===== config.mk =====
export PLATFORM = sky130hd
export DESIGN_NAME = diag_func_master
export DESIGN_NICKNAME = d
export VERILOG_FILES = /design/src/rtl/diag_func_master.sv
export SDC_FILE = /design/constraint.sdc
export NUM_CORES = 1
export LEC_CHECK = 0
export ABC_AREA = 1
export ABC_CLOCK_PERIOD_IN_PS = 1600
export BUFFER_PORTS_ARGS = -buffer_cell sky130_fd_sc_hd__buf_2
export CELL_PAD_IN_SITES_DETAIL_PLACEMENT = 1
export CELL_PAD_IN_SITES_GLOBAL_PLACEMENT = 1
export CORE_AREA = 5 5 135 137
export CTS_BUF_LIST = sky130_fd_sc_hd__clkbuf_8
export DETAILED_ROUTE_END_ITERATION = 16
export DIE_AREA = 0 0 140 142
export PLACE_DENSITY = 0.81
export REMOVE_ABC_BUFFERS = 1
export SLEW_MARGIN = 15
export SYNTH_ARGS = -nofsm -noshare
export SYNTH_HDL_FRONTEND = slang
export SYNTH_SLANG_ARGS = --single-unit

===== constraint.sdc =====
create_clock -name clk -period 1.6 [get_ports clk]
set_input_delay 0.08 -clock clk [delete_from_list [all_inputs] [get_ports clk]]
set_output_delay 0.08 -clock clk [all_outputs]
set_load 0.01 [all_outputs]

===== src/rtl/diag_func_master.sv =====
// Diagnostic bus master: sequences one function command onto DIAG/DIAG_STROBE/DIAG_READ and EBUS.
// Optional read parity check enabled by defining DIAG_PARITY_CHK_EN.
module diag_func_master #(
    parameter int SETTLE_CYC = 4,
    parameter int STROBE_CYC = 2,
    parameter int READ_CYC   = 4
) (
    input  logic        clk,
    input  logic        rst_n,
    input  logic        cmd_valid,
    output logic        cmd_ready,
    input  logic [0:6]  cmd_func,
    input  logic [0:35] cmd_wdata,
    output logic        rsp_valid,
    input  logic        rsp_ready,
    output logic [0:6]  rsp_func,
    output logic [0:35] rsp_rdata,
    output logic        rsp_perr,
    output logic [0:6]  DIAG,
    output logic        DIAG_STROBE,
    output logic        DIAG_READ,
    output logic [0:35] ebus_dout,
    output logic        ebus_oe,
    input  logic [0:35] ebus_din,
    input  logic        ebus_par_in
);

    typedef enum logic [2:0] {S_IDLE, S_SETUP, S_STROBE, S_HOLD, S_READ, S_RESP} state_t;

    state_t      state_q, state_d;
    logic [7:0]  cnt_q, cnt_d;
    logic [0:6]  func_q, func_d;
    logic [0:35] wdata_q, wdata_d;
    logic [0:6]  diag_q, diag_d;
    logic        strobe_q, strobe_d, read_q, read_d, oe_q, oe_d;
    logic [0:35] dout_q, dout_d;
    logic        rsp_valid_q, rsp_valid_d, perr_q, perr_d;
    logic [0:35] rdata_q, rdata_d;
    logic [0:6]  rsp_func_q, rsp_func_d;
    logic        cnt_last, load_d, cap_perr;

`ifdef DIAG_PARITY_CHK_EN
    // Odd parity over data plus parity bit; an even total is an error.
    assign cap_perr = ~(^ebus_din ^ ebus_par_in);
`else
    logic unused_par;
    assign unused_par = ebus_par_in;
    assign cap_perr   = 1'b0;
`endif

    assign cnt_last  = (cnt_q == 8'd1);
    assign cmd_ready = (state_q == S_IDLE);

    always_comb begin
        state_d    = state_q;
        cnt_d      = cnt_q;
        func_d     = func_q;
        wdata_d    = wdata_q;
        rdata_d    = rdata_q;
        perr_d     = perr_q;
        rsp_func_d = rsp_func_q;
        case (state_q)
            S_IDLE: if (cmd_valid) begin
                state_d = S_SETUP;
                cnt_d   = 8'(SETTLE_CYC);
                func_d  = cmd_func;
                wdata_d = cmd_wdata;
            end
            S_SETUP: if (cnt_last) begin
                if (func_q[0]) begin
                    state_d = S_READ;
                    cnt_d   = 8'(READ_CYC);
                end else begin
                    state_d = S_STROBE;
                    cnt_d   = 8'(STROBE_CYC);
                end
            end else cnt_d = cnt_q - 8'd1;
            S_STROBE: if (cnt_last) state_d = S_HOLD;
                      else cnt_d = cnt_q - 8'd1;
            S_HOLD: begin
                state_d    = S_RESP;
                rdata_d    = '0;
                perr_d     = 1'b0;
                rsp_func_d = func_q;
            end
            S_READ: if (cnt_last) begin
                state_d    = S_RESP;
                rdata_d    = ebus_din;
                perr_d     = cap_perr;
                rsp_func_d = func_q;
            end else cnt_d = cnt_q - 8'd1;
            S_RESP: if (rsp_ready) state_d = S_IDLE;
            default: state_d = S_IDLE;
        endcase

        // Bus outputs are decoded from the next state so they come straight off flops.
        load_d      = !func_d[0] && (func_d[1:3] != 3'b000);
        diag_d      = (state_d inside {S_SETUP, S_STROBE, S_HOLD, S_READ}) ? func_d : '0;
        strobe_d    = (state_d == S_STROBE);
        read_d      = (state_d == S_READ);
        oe_d        = load_d && (state_d inside {S_SETUP, S_STROBE, S_HOLD});
        dout_d      = oe_d ? wdata_d : '0;
        rsp_valid_d = (state_d == S_RESP);
    end

    always_ff @(posedge clk or negedge rst_n) begin
        if (!rst_n) begin
            state_q     <= S_IDLE;
            cnt_q       <= '0;
            func_q      <= '0;
            wdata_q     <= '0;
            diag_q      <= '0;
            strobe_q    <= 1'b0;
            read_q      <= 1'b0;
            oe_q        <= 1'b0;
            dout_q      <= '0;
            rsp_valid_q <= 1'b0;
            perr_q      <= 1'b0;
            rdata_q     <= '0;
            rsp_func_q  <= '0;
        end else begin
            state_q     <= state_d;
            cnt_q       <= cnt_d;
            func_q      <= func_d;
            wdata_q     <= wdata_d;
            diag_q      <= diag_d;
            strobe_q    <= strobe_d;
            read_q      <= read_d;
            oe_q        <= oe_d;
            dout_q      <= dout_d;
            rsp_valid_q <= rsp_valid_d;
            perr_q      <= perr_d;
            rdata_q     <= rdata_d;
            rsp_func_q  <= rsp_func_d;
        end
    end

    assign DIAG        = diag_q;
    assign DIAG_STROBE = strobe_q;
    assign DIAG_READ   = read_q;
    assign ebus_oe     = oe_q;
    assign ebus_dout   = dout_q;
    assign rsp_valid   = rsp_valid_q;
    assign rsp_perr    = perr_q;
    assign rsp_rdata   = rdata_q;
    assign rsp_func    = rsp_func_q;

endmodule


Word-level counts from Yosys, hierarchy flattened --
Cells that the tools add are included.
Operators by class: add/subtract/negate cells 1, equality and inequality tests 14, multiplexer cells 24, reductions and logical operators 12
Operators with widths (count):
- 2-to-1 mux 36 bit | 4
- one-hot mux 36 bit (2 select lines) | 1
- 2-to-1 mux 7 bit | 4
- 2-to-1 mux 8 bit | 3
- one-hot mux 8 bit (3 select lines) | 1
- 2-to-1 mux 3 bit | 7
- one-hot mux 3 bit (6 select lines) | 1
- one-hot mux 7 bit (2 select lines) | 1
- == test 3 x 2 -> 1 bit, second input constant | 4
- == test 3 bit, second input constant | 4
- nonzero test 3 bit | 3
- == test 8 x 1 -> 1 bit, second input constant | 1
- subtractor 8 x 1 -> 8 bit, second input constant | 1
- == test 3 x 1 -> 1 bit, second input constant | 2
- != test 2 bit, second input constant | 3
- nonzero test 4 bit | 1
- logical NOT 3 bit | 1
- AND reduction 3 bit | 1
- logical AND 1 bit | 2
- one-hot mux 1 bit (2 select lines) | 1
- AND reduction 2 bit | 1
- nonzero test 2 bit | 1
- OR reduction 2 bit | 1
- logical NOT 1 bit | 1
- 2-to-1 mux 1 bit | 1
Word-level totals: flip-flop bits (word level) 145, input port bits 84, output and inout bits 92

Longest topological paths before layout --
Gate-level depths: netlist (run 1).
depth in word-level cells 7, depth in mapped cells 10, mapped depth without buffers 10

Worst setup path after synthesis (run 1) --
OpenSTA, ideal clock, no wires.
path type register to register, start point reg cnt_q[1], end point reg dout_q (netlist bit ebus_dout[10]), library setup time 130 ps, arrival time 1489 ps, slack -19 ps, cell stages (with the launch flop) 11, path buffers 1, period minus slack after synthesis 1619 ps, cells stage by stage dfrtp_1 -> inv_1 -> ha_1 -> nand2_1 -> nor2_2 -> nor2_1 -> nor2_1 -> nand3_2 -> nand2_4 -> buf_8 -> nor2_4
On the way: longest elaborated chain between the ends 7, elaborated cells between the ends (all ways) 11
Ends and longest elaborated chain:
- start, declared | line 31 | logic [7:0] cnt_q, cnt_d;
- start signal, assigned | line 123 | cnt_q <= cnt_d;
- == test 8 x 1 -> 1 bit * | line 51 | assign cnt_last = (cnt_q == 8'd1);
- 2-to-1 mux 3 bit (on tied branches) | line 86, 69, 78
- one-hot mux 3 bit (6 select lines) * | line 62 | case (state_q)
- == test 3 x 1 -> 1 bit / == test 3 x 2 -> 1 bit (equally long branches) | line 101 | oe_d = load_d && (state_d inside {S_SETUP, S_STROBE, S_HOLD});
- nonzero test 3 bit * | line 101
- logical AND 1 bit * | line 101
- 2-to-1 mux 36 bit * | line 102 | dout_d = oe_d ? wdata_d : '0;
- named net dout_d, one bit | line 36 | logic [0:35] dout_q, dout_d;
- end signal, assigned | line 130 | dout_q <= dout_d;
- end, declared | line 36
The timed path passes the listed nets; every way through them passes the cells marked *. A chain may end at the register's enable or synchronous reset.

Worst setup path after layout (run 1) --
start point reg state_q[0], end point reg func_q[5] in the netlist's numbering
On the way: longest elaborated chain between the ends 2
Ends and longest elaborated chain:
- start, declared | line 30 | state_t state_q, state_d;
- start signal, assigned | line 122 | state_q <= state_d;
- logical NOT 3 bit | line 62
- 2-to-1 mux 7 bit | line 62
- named net func_d, one bit | line 32 | logic [0:6] func_q, func_d;
- end signal, assigned | line 124 | func_q <= func_d;
- end, declared | line 32
The timed path passes the listed nets, and every way through them passes these cells.

==> results of run 1 <==
[state kept, by name (all words and copies together) (netlist names), 3 cells and up]
signal     flops
func_q         7
state_q        3
ebus_dout     36
DIAG           7
cnt_q          8
wdata_q       36
rsp_func       7
rsp_rdata     36
[metal layers]
layer  up-vias  share of wire
met5         -        0.00028
met4         2          0.041
met3        77          0.070
met2       269           0.53
met1      2962           0.36
li1       2573              -
[worst paths after layout]
path	from	endpoint	slack [ns]	depth (start not counted)
worst min-delay path	cmd_func[0]	func_q[0]	0.1	5
worst max-delay path	state_q[0]	func_q[5]	-0.30	7
worst min register to register	wdata_q[8]	wdata_q[8]	0.50	2
max in group asynchronous	rst_n	ebus_dout[32]	0.86	3
worst max register to register	state_q[0]	func_q[5]	-0.30	7
min in group asynchronous	rst_n	DIAG[2]	0.13	2
[worst register-to-register path, cell delays in order, from the launching register on]
cell and delay, ns:
dfrtp_2 0.46, nor2_4 0.22, nand3_4 0.17, buf_12 0.20, buf_12 0.14, or2_2 0.28
o21ai_0 0.19, inv_1 0.12
[synthesized netlist by cell type, types with 2 or more instances]
cell,count
a21oi_1,5
buf_2,5
buf_4,2
buf_8,2
clkbuf_1,14
dfrtp_1,144
ha_1,2
inv_1,104
inv_2,5
nand2_1,52
nand2_2,2
nand3_1,53
nand3_2,2
nand4_1,4
nor2_1,34
nor2_2,12
nor2_4,21
o2111ai_1,3
o21ai_0,78
o21ai_1,7
or2_2,40
xor2_1,2
[repair_timing]
action	4_1_cts	5_1_grt
pin swaps	11	21
hold buffers	77	0
resized for setup	127	260
cloned	2	15
setup buffers	14	13
hold endpoints to repair	254	0
endpoints found under the setup margin	133	138
[per-stage QoR]
stage	setup WS [ns]	area [um^2]	cells	utilization
6_report	-0.3002	10470	1183	0.6184
5_1_grt	-0.3739	10470	1183	0.6184
4_1_cts	-0.2015	9117	1155	0.5383
3_5_place_dp	-0.2346	7471	1030	0.4411
3_3_place_gp	-0.1231	7471	1030	0.4411
2_1_floorplan	-1.336	5812	577	-
[final cells by class]
cell class                 count  area (um^2)
timing repair buffer         345         2819
inverter                     109        424.2
fill                        1825         6464
tap                          225        281.5
clock buffer                  17        234.0
sequential                   144         3608
multi-input combinational    326         2915
antenna                        2        5.005
clock inverter                15        185.2
[logic make-up after synthesis]
kind of cell,Yosys count,synth area share
flops,144,0.6057
buf+inv,134,0.09190
fa+ha+maj,2,0.004205
xor+xnor,3,0.004417
simple gates,224,0.2116
other cells,1,0.0006303
compound gates,94,0.08160
[power by group through the flow]
stage | Clock, mW | Combinational, mW | Sequential [mW]
floorplan | 0 | 3.61 | 5.90
global placement | 0 | 6.90 | 5.59
detailed placement | 0 | 7.19 | 5.65
finish | 3.16 | 12.0 | 6.09
global route | 3.43 | 12.6 | 6.18
CTS | 3.15 | 8.76 | 5.73
==> metrics.md, run 1 <==
| Metric | Value |
|---|---|
| Setup TNS | -23.99 ns |
| Post-route minimum period | ~1.9 ns |
| Synthesized area | 5949 um^2 |
| Sequential fraction of the synthesis area | 0.6057 |
| Cell internal pwr | ~12 mW |
| Psw | 9.427 mW |
| Worst-Skew Late Latency | 0.46 ns |
| First-pass GRT wire length | 34400 um |
| Share of cells above drive strength 1 | 0.5921 |
| Largest area contributor in the netlist | dfrtp_1 |
| Met3 global-route usage | 0.06888 |
| Worst-path fanout max | 7 |
| CP bufs+invs | 3 |
| Synth async-reset ratio | 1.000 |
| Worst EP required | 1.92 ns |
| Final worst-path cycle share | 1.188 |
| H-tree depth | 4 |
| CP endpoint kind | flip-flop |
| Slowest cell delay on critical path | 0.46 ns |
| Failing checks | setup timing |
| Synth top area cells | dfrtp_1 61%, o21ai_0 6.6%, inv_1 6.6%, nand3_1 4.5%, or2_2 4.2% |
| Avg Vias per Cell | between 4 and 5 |
| DRT iter0 DRCs | 335 |
| Tot Pwr | 21.21 mW |
| Synth Warn # | 0 |
| Synthesis-to-finish area growth | 76.02% |
| Final Hold Viols | 0 |
| Final HPWL DP | 12440 um |
| Setup ws final | -0.3002 ns |
| Starting Density | 0.3513 |
| Flop pwr share | 0.287 |
| Final ANT Viol Nets | 0 |
| Synth top area share | 0.6057 |
| Max frequency | 526.3 MHz |
| Max Slew Vio Count | 0 |
| Net Sw Frac | 0.4444 |
| Total Wirelength | 28520 um |
| Critical path class | flip-flop to flip-flop |
| TritonCTS clock tree | done |
| Final setup violation count | 137 |
| Peak VDD IR | 0.8220 mV |
| Status | complete, but fails checks |
| Clock share of power | 0.149 |
| WHS | 0.09847 ns |
| Routability congestion estimate | 0.8403 |
| Leakage power | 5.223 nW |
| Vias | just under 6000 |
| Mapped Cells | approximately 600 |
| CP max stage cell | dfrtp_2 |
| Combinational share of power | 0.564 |
| Flops & latches, synth | around 140 |
| Leading cell types in the layout, fill and taps excluded | 172 x buf_2, 140 x dfrtp_1, 95 x inv_1, 77 x dlygate4sd3_1, 46 x buf_4 |
| Drt first pass iters | 6 |
| Grt met2 use | 0.4039 |
| Min-Delay Path Class | input port to flip-flop |
| Largest net degree at the start of global routing | 62 |
| Die Ht | 142 um |
| RSZ-0062 raised after global routing | yes |
| DR WL/cell | 24.10 um |
| Total GRT Usage | 0.2214 |
| Clock buffer depth | 2 |
| Clock Skews | 0.02163 ns |
| Top_reg_cell synth | dfrtp_1 |
| Delay-heaviest family, CP | simple AND/OR/NAND/NOR gates |
| Die Width | 140 um |
| # rows | 48 |
| Number of global-route vias before repair | 6132 |
| Fin nets | 1029 |
| Commonest non-fill, non-tap cell in the layout | buf_2 |
| CP Cell Sequence | nor2_4, nand3_4, buf_12, buf_12, or2_2, o21ai_0, inv_1 |
| I/O pins | 176 |
| IO Port Bufs | 173 |
| Arr. time, crit path | 2.22 ns |
| PwrDens | 2026 nW/um^2 |
| Root buf cell | clkbuf_8 |
| Met1 GRT Util | 0.2497 |
| Num CTS Buffers | 17 |
| CP most frequent cell | buf_12 |
| Core area | 16940 um^2 |
| # DRC | 0 |
| # clock sinks | 144 |
| CP Launch Type | flip-flop |
| Syn Area/Cell | a little under 10 um^2 |
| Post-synth EDFFs | 0 |
| Total gr overflow | 0 |
| Clock-pin slew on the worst setup and hold paths | 0.09 ns |
| Post-synth cell types | 31 |
| Die Area | between 15000 and 20000 um^2 |
| MaxCap Viol Count | 0 |
| Antenna violations before repair | 3 |
| Gr busiest metal | met2 |
Power figures use the tool's default switching activity.
==> run 2, diff against run 1 <==
- CELL_PAD_IN_SITES_DETAIL_PLACEMENT: 1 -> not set
- CELL_PAD_IN_SITES_GLOBAL_PLACEMENT: 1 -> not set
- CORE_AREA: 5 5 135 137 -> 5 5 128 130
- CTS_CLUSTER_DIAMETER: not set -> 80
- DIE_AREA: 0 0 140 142 -> 0 0 133 135
- GPL_TIMING_DRIVEN: not set -> 0
- PLACE_DENSITY: 0.81 -> 0.7
==> run 2 against run 1 <==
Against the previous run: clock skew down 0.0039 ns; clock-buffer cell count increased by 2; critical path depth rose by 4; sequential share of layout area rose by 0.26 points; total power is 1.9% higher; maximum frequency down 3.3%; final area decreased by 0.70%; critical path type unchanged; sequential power decreased by 2%; worst hold slack gained 0.012 ns; the run still ends with setup timing left; largest cell class unchanged; via count rose by 2.9%; core utilization is 7.3 points higher.
==> metrics.md, run 2 (synthesis results as in run 1) <==
| Metric | Value |
|---|---|
| Status | complete, but fails checks |
| Failing checks | setup timing |
| Worst EP required | 1.94 ns |
| Fillcell total | 967 |
| Number of global-route vias before repair | around 5800 |
| PwrDens | 2079 nW/um^2 |
| Num CTS Buffers | 17 |
| Fin nets | 1031 |
| Final worst-path cycle share | 1.228 |
| Slowest cell delay on critical path | between 0.4 and 0.5 ns |
| First-pass GRT wire length | 31240 um |
| Net Sw Frac | 0.4421 |
| Psw | around 9.6 mW |
| IO Port Bufs | 173 |
| H-tree depth | 4 |
| Drt first pass iters | 5 |
| Vias | 6056 |
| Leading cell types in the layout, fill and taps excluded | 171 x buf_2, 139 x dfrtp_1, 95 x inv_1, 79 x dlygate4sd3_1, 42 x buf_4 |
| Leakage power | between 5 and 6 nW |
| DP Cell Count | 940 |
| Setup TNS | -21.97 ns |
| Avg Vias per Cell | 5.284 |
| Cell internal pwr | 12.06 mW |
| FF/Latch Area | approximately 3600 um^2 |
| Fin cells | 1146 |
| DR WL/cell | 22.10 um |
| Final ANT Viol Nets | 0 |
| DRT iter0 DRCs | 442 |
| TritonCTS clock tree | done |
| Worst r2r src | state_q[1] |
| # clock sinks | around 140 |
| Routability congestion estimate | ~0.82 |
| # DRC | 0 |
| Flop pwr share | 0.275 |
| Arr. time, crit path | 2.30 ns |
| Reg2Reg Setup Slack | -0.36 ns |
| CP endpoint kind | flip-flop |
| Delay-heaviest family, CP | simple AND/OR/NAND/NOR gates |
| End-of-flow core utilization | 0.6917 |
| Final HPWL DP | roughly 9500 um |
| Die Width | 133 um |
| Clock Skews | 0.01776 ns |
| Post-route minimum period | 1.965 ns |
| CP max stage cell | dfrtp_2 |
| Min-Delay Path Class | input port to async pin |
| Largest net degree at the start of global routing | 94 |
| R2r endpoint | ebus_dout[24] |
| Max frequency | 508.9 MHz |
| Worst-Skew Late Latency | 0.46 ns |
| RSZ-0062 raised after global routing | yes |
| CP Launch Type | flip-flop |
| CP bufs+invs | 4 |
| Antenna violations before repair | 0 |
| Peak VDD IR | between 0.9 and 1 mV |
| MaxCap Viol Count | 0 |
| # rows | 45 |
| Share of cells above drive strength 1 | 0.5658 |
| R2R cell count | 11 |
| Combinational share of power | 0.573 |
| Total gr overflow | 0 |
| I/O pins | 176 |
| Max Slew Vio Count | 0 |
| Clock-pin slew on the worst setup and hold paths | 0.09 ns |
| Final setup violation count | 140 |
| Multi-input gate area | 3115 um^2 |
| Synthesis-to-finish area growth | 74.78% |
| Root buf cell | clkbuf_8 |
| Final Hold Viols | 0 |
| Die Area | 17960 um^2 |
| Clock buffer depth | 2 |
| Total GRT Usage | 0.2245 |
| CP Cell Sequence | nor2_4, buf_6, buf_6, nand4_1, nand2_2, nand3_2, nand2_4, clkinv_8, nand2_8, buf_12, nor2_4 |
| Setup ws final | -0.3650 ns |
| Levels on crit path | 11 |
| Core area | 15030 um^2 |
| Dpl cell area | 6988 um^2 |
| CP startpoint | state_q[1] |
| Total Wirelength | 25320 um |
| Ant diodes | 0 |
| Worst-path fanout max | 6 |
| Commonest non-fill, non-tap cell in the layout | buf_2 |
| Critical path class | flip-flop to flip-flop |
| Clock share of power | 0.152 |
| Crit path to | ebus_dout[24] |
| Die Ht | 135 um |
| Starting Density | 0.3958 |
| Final Cell Area | approximately 10000 um^2 |
==> run 2: timing repair <==
item / in CTS / in global routing
resized for setup: 128 / 247
setup buffers: 46 / 29
hold endpoints to repair: 216 / 1
pin swaps: 18 / 47
hold buffers: 78 / 1
cloned: 14 / 9
setup endpoints to repair: 142 / 139
==> run 2: worst min-delay path by stage <==
stage / to / slack (ns) / depth (start not counted)
floorplan: DIAG[0] / -0.22 / 0
global placement: rsp_rdata[27] / 0.32 / 3
detailed placement: DIAG[1] / 0.01 / 1
CTS: wdata_q[1] / 0.006 / 4
global route: DIAG_READ / 0.12 / 6
finish: rsp_rdata[29] / 0.11 / 2
==> run 2: through the flow <==
step / hold slack (ns) / worst slack [ns] / power [mW]
floorplan: -0.2156 / -1.336 / 9.505
global route: 0.1156 / -0.4071 / 22.62
global placement: 0.3192 / -2.430 / 11.34
detailed placement: 0.01226 / -1.638 / 11.53
finish: 0.1102 / -0.3650 / 21.61
CTS: 0.005938 / -0.1785 / 18.01
==> run 2: final cells by class <==
class                           count  area share
Sequential cell                   144      0.3471
Timing Repair Buffer              326      0.2403
Multi-Input combinational cell    345      0.2996
Clock buffer                       19     0.02515
Timing Repair inverter              2    0.002647
Inverter                          109     0.04452
Clock inverter                     13     0.01805
Tap cell                          188     0.02262
==> run 2: power by group through the flow <==
stage	clock (mW)	combinational, mW	sequential (mW)
CTS	3.31	9.11	5.60
global placement	0	5.76	5.59
global route	3.48	13.1	6.07
finish	3.28	12.4	5.95
detailed placement	0	5.91	5.63
floorplan	0	3.61	5.90
==> run 2: metal layers <==
layer | global-route usage | up-vias | share of wire | routed length [um]
met2 | 0.3790 | 399 | 0.49 | 12400
met4 | 0.1149 | 0 | 0.056 | 1416
met5 | 0 | - | 0 | 0
met3 | 0.06036 | 113 | 0.083 | 2107
li1 | - | 2609 | - | -
met1 | 0.2640 | 2935 | 0.37 | 9399
==> run 3, diff against run 2 <==
- CTS_BUF_LIST: sky130_fd_sc_hd__clkbuf_8 -> not set
- CTS_CLUSTER_SIZE: not set -> 28
- PLACE_DENSITY: 0.7 -> 0.68
==> run 3 against run 2 <==
Against the previous run: the flow still finishes with violations (setup timing); via count decreased by 0.18%; non-clock buffer count unchanged; total power increased by 2.0%.
==> metrics.md, run 3 (synthesis results as in run 1) <==
| Metric | Value |
|---|---|
| Reg2Reg Setup Slack | -0.32 ns |
| PwrDens | roughly 2100 nW/um^2 |
| Arr. time, crit path | ~2.2 ns |
| Commonest non-fill, non-tap cell in the layout | buf_2 |
| RSZ-0062 raised after global routing | yes |
| Max frequency | around 520 MHz |
| Leading cell types in the layout, fill and taps excluded | 171 x buf_2, 139 x dfrtp_1, 96 x inv_1, 77 x dlygate4sd3_1, 43 x o21ai_2 |
| Avg Vias per Cell | 5.279 |
| Worst-Skew Late Latency | 0.42 ns |
| Max_slew headroom | 0.6405 |
| CP endpoint kind | flip-flop |
| # DRC | 0 |
| CP Launch Type | flip-flop |
| Final setup violation count | 123 |
| Final worst-path cycle share | 1.203 |
| Max Slew Vio Count | 0 |
| Die Area | ~18000 um^2 |
| Worst slew pin tran | 0.5392 ns |
| TritonCTS clock tree | done |
| Min-Delay Path Class | input port to flip-flop |
| Final Hold Viols | 0 |
| Root buf cell | clkbuf_16 |
| DRT iter0 DRCs | ~470 |
| H-tree depth | 4 |
| Clock-pin slew on the worst setup and hold paths | 0.07 ns |
| Peak VDD IR | approximately 1.1 mV |
| Clock buffer depth | 2 |
| Leakage power | 5.174 nW |
| Number of global-route vias before repair | 5725 |
| Total GRT Usage | 0.2273 |
| Worst r2r src | cnt_q[1] |
| Setup TNS | -20.21 ns |
| Total Wirelength | 25450 um |
| Final ANT Viol Nets | 0 |
| Status | complete, but fails checks |
| Starting Density | 0.3958 |
| CP startpoint | cnt_q[1] |
| Synthesis-to-finish area growth | 75.56% |
| Worst EP required | around 1.9 ns |
| Num CTS Buffers | 17 |
| Total gr overflow | 0 |
| Worst-path fanout max | 5 |
| DR WL/cell | 22.23 um |
| Core area | 15030 um^2 |
| Critical path class | flip-flop to flip-flop |
| Setup ws final | -0.3243 ns |
| Largest net degree at the start of global routing | 78 |
| Clock Skews | 0.01046 ns |
| Failing checks | setup timing |
| R2R cell count | 11 |
| Final HPWL DP | 9402 um |
| Share of cells above drive strength 1 | 0.5402 |
| Antenna violations before repair | 1 |
| First-pass GRT wire length | 31390 um |
| Die Width | 133 um |
| Crit path to | rsp_rdata[0] |
| Ant diodes | 0 |
| IO Port Bufs | 173 |
| Post-route minimum period | 1.924 ns |
| Tot Pwr | ~22 mW |
| I/O pins | 176 |
| # clock sinks | roughly 140 |
| Routability congestion estimate | ~0.86 |
| Drt first pass iters | 7 |
| # rows | 45 |
| R2r endpoint | rsp_rdata[0] |
| Die Ht | between 100 and 150 um |
| Fin nets | 1030 |
| MaxCap Viol Count | 0 |
| Vias | 6045 |
==> run 3: what timing repair did <==
item / in CTS / in global routing
buffers inserted: 53 / 19
pin swaps: 19 / 23
resized for setup: 129 / 205
cloned: 12 / 14
hold endpoints to repair: 130 / 13
endpoints found under the setup margin: 142 / 137
hold buffers: 64 / 13
==> run 3: how the worst min path moves through the flow <==
stage	cells past startpoint	end	startpoint	slack, ns
floorplan	0	DIAG[0]	rst_n	-0.22
global placement	3	rsp_rdata[8]	ebus_din[8]	0.33
detailed placement	1	rsp_rdata[27]	rst_n	0.06
CTS	4	func_q[5]	cmd_func[5]	0.006
global route	6	func_q[3]	cmd_func[3]	0.18
finish	5	func_q[0]	cmd_func[0]	0.16
==> run 3: layout make-up <==
class	count	area, um^2
inverters	109	452.9
fillers	953	4588
repair buffers	326	2550
flip-flops and latches	144	3610
clock inverters	10	207.7
repair inverters	2	20.02
multi-input cells	344	2915
well taps	188	235.2
clock buffers	22	454.2
==> run 3: layer usage <==
layer	part of all wire	up-vias	global-route usage	wire length, um
li1	-	2611	-	-
met1	0.35	2929	0.2688	8881
met2	0.50	383	0.3891	12850
met3	0.089	120	0.06781	2257
met4	0.057	2	0.09122	1453
met5	0.00051	-	0	13
==> run 3: critical path: stages, from the launching register on <==
cell	delay, ns
dfrtp_1	0.39
inv_2	0.09
ha_4	0.15
nand2_4	0.06
nor2_4	0.24
buf_6	0.16
buf_6	0.10
nand3_4	0.09
buf_12	0.16
clkbuf_16	0.16
nand3_2	0.09
o21ai_1	0.10
==> run 3: power breakdown <==
| group | internal (mW) | switching, mW | leakage, nW |
|---|---|---|---|
| combinational | 4.91 | 6.66 | 3.06 |
| sequential | 5.04 | 0.889 | 1.79 |
| clock | 2.97 | 1.57 | 0.322 |
| total | 12.9 | 9.13 | 5.17 |
==> run 3: through the flow <==
stage,cells,hold slack (ns),utilization,area [um^2],worst slack [ns]
CTS,1101,0.005819,0.6192,9309,-0.1438
floorplan,577,-0.2156,-,5812,-1.336
finish,1145,0.1585,0.6948,10450,-0.3243
global route,1145,0.1756,0.6948,10450,-0.3764
global placement,938,0.3307,0.4598,6913,-2.378
detailed placement,940,0.06353,0.4653,6995,-1.623
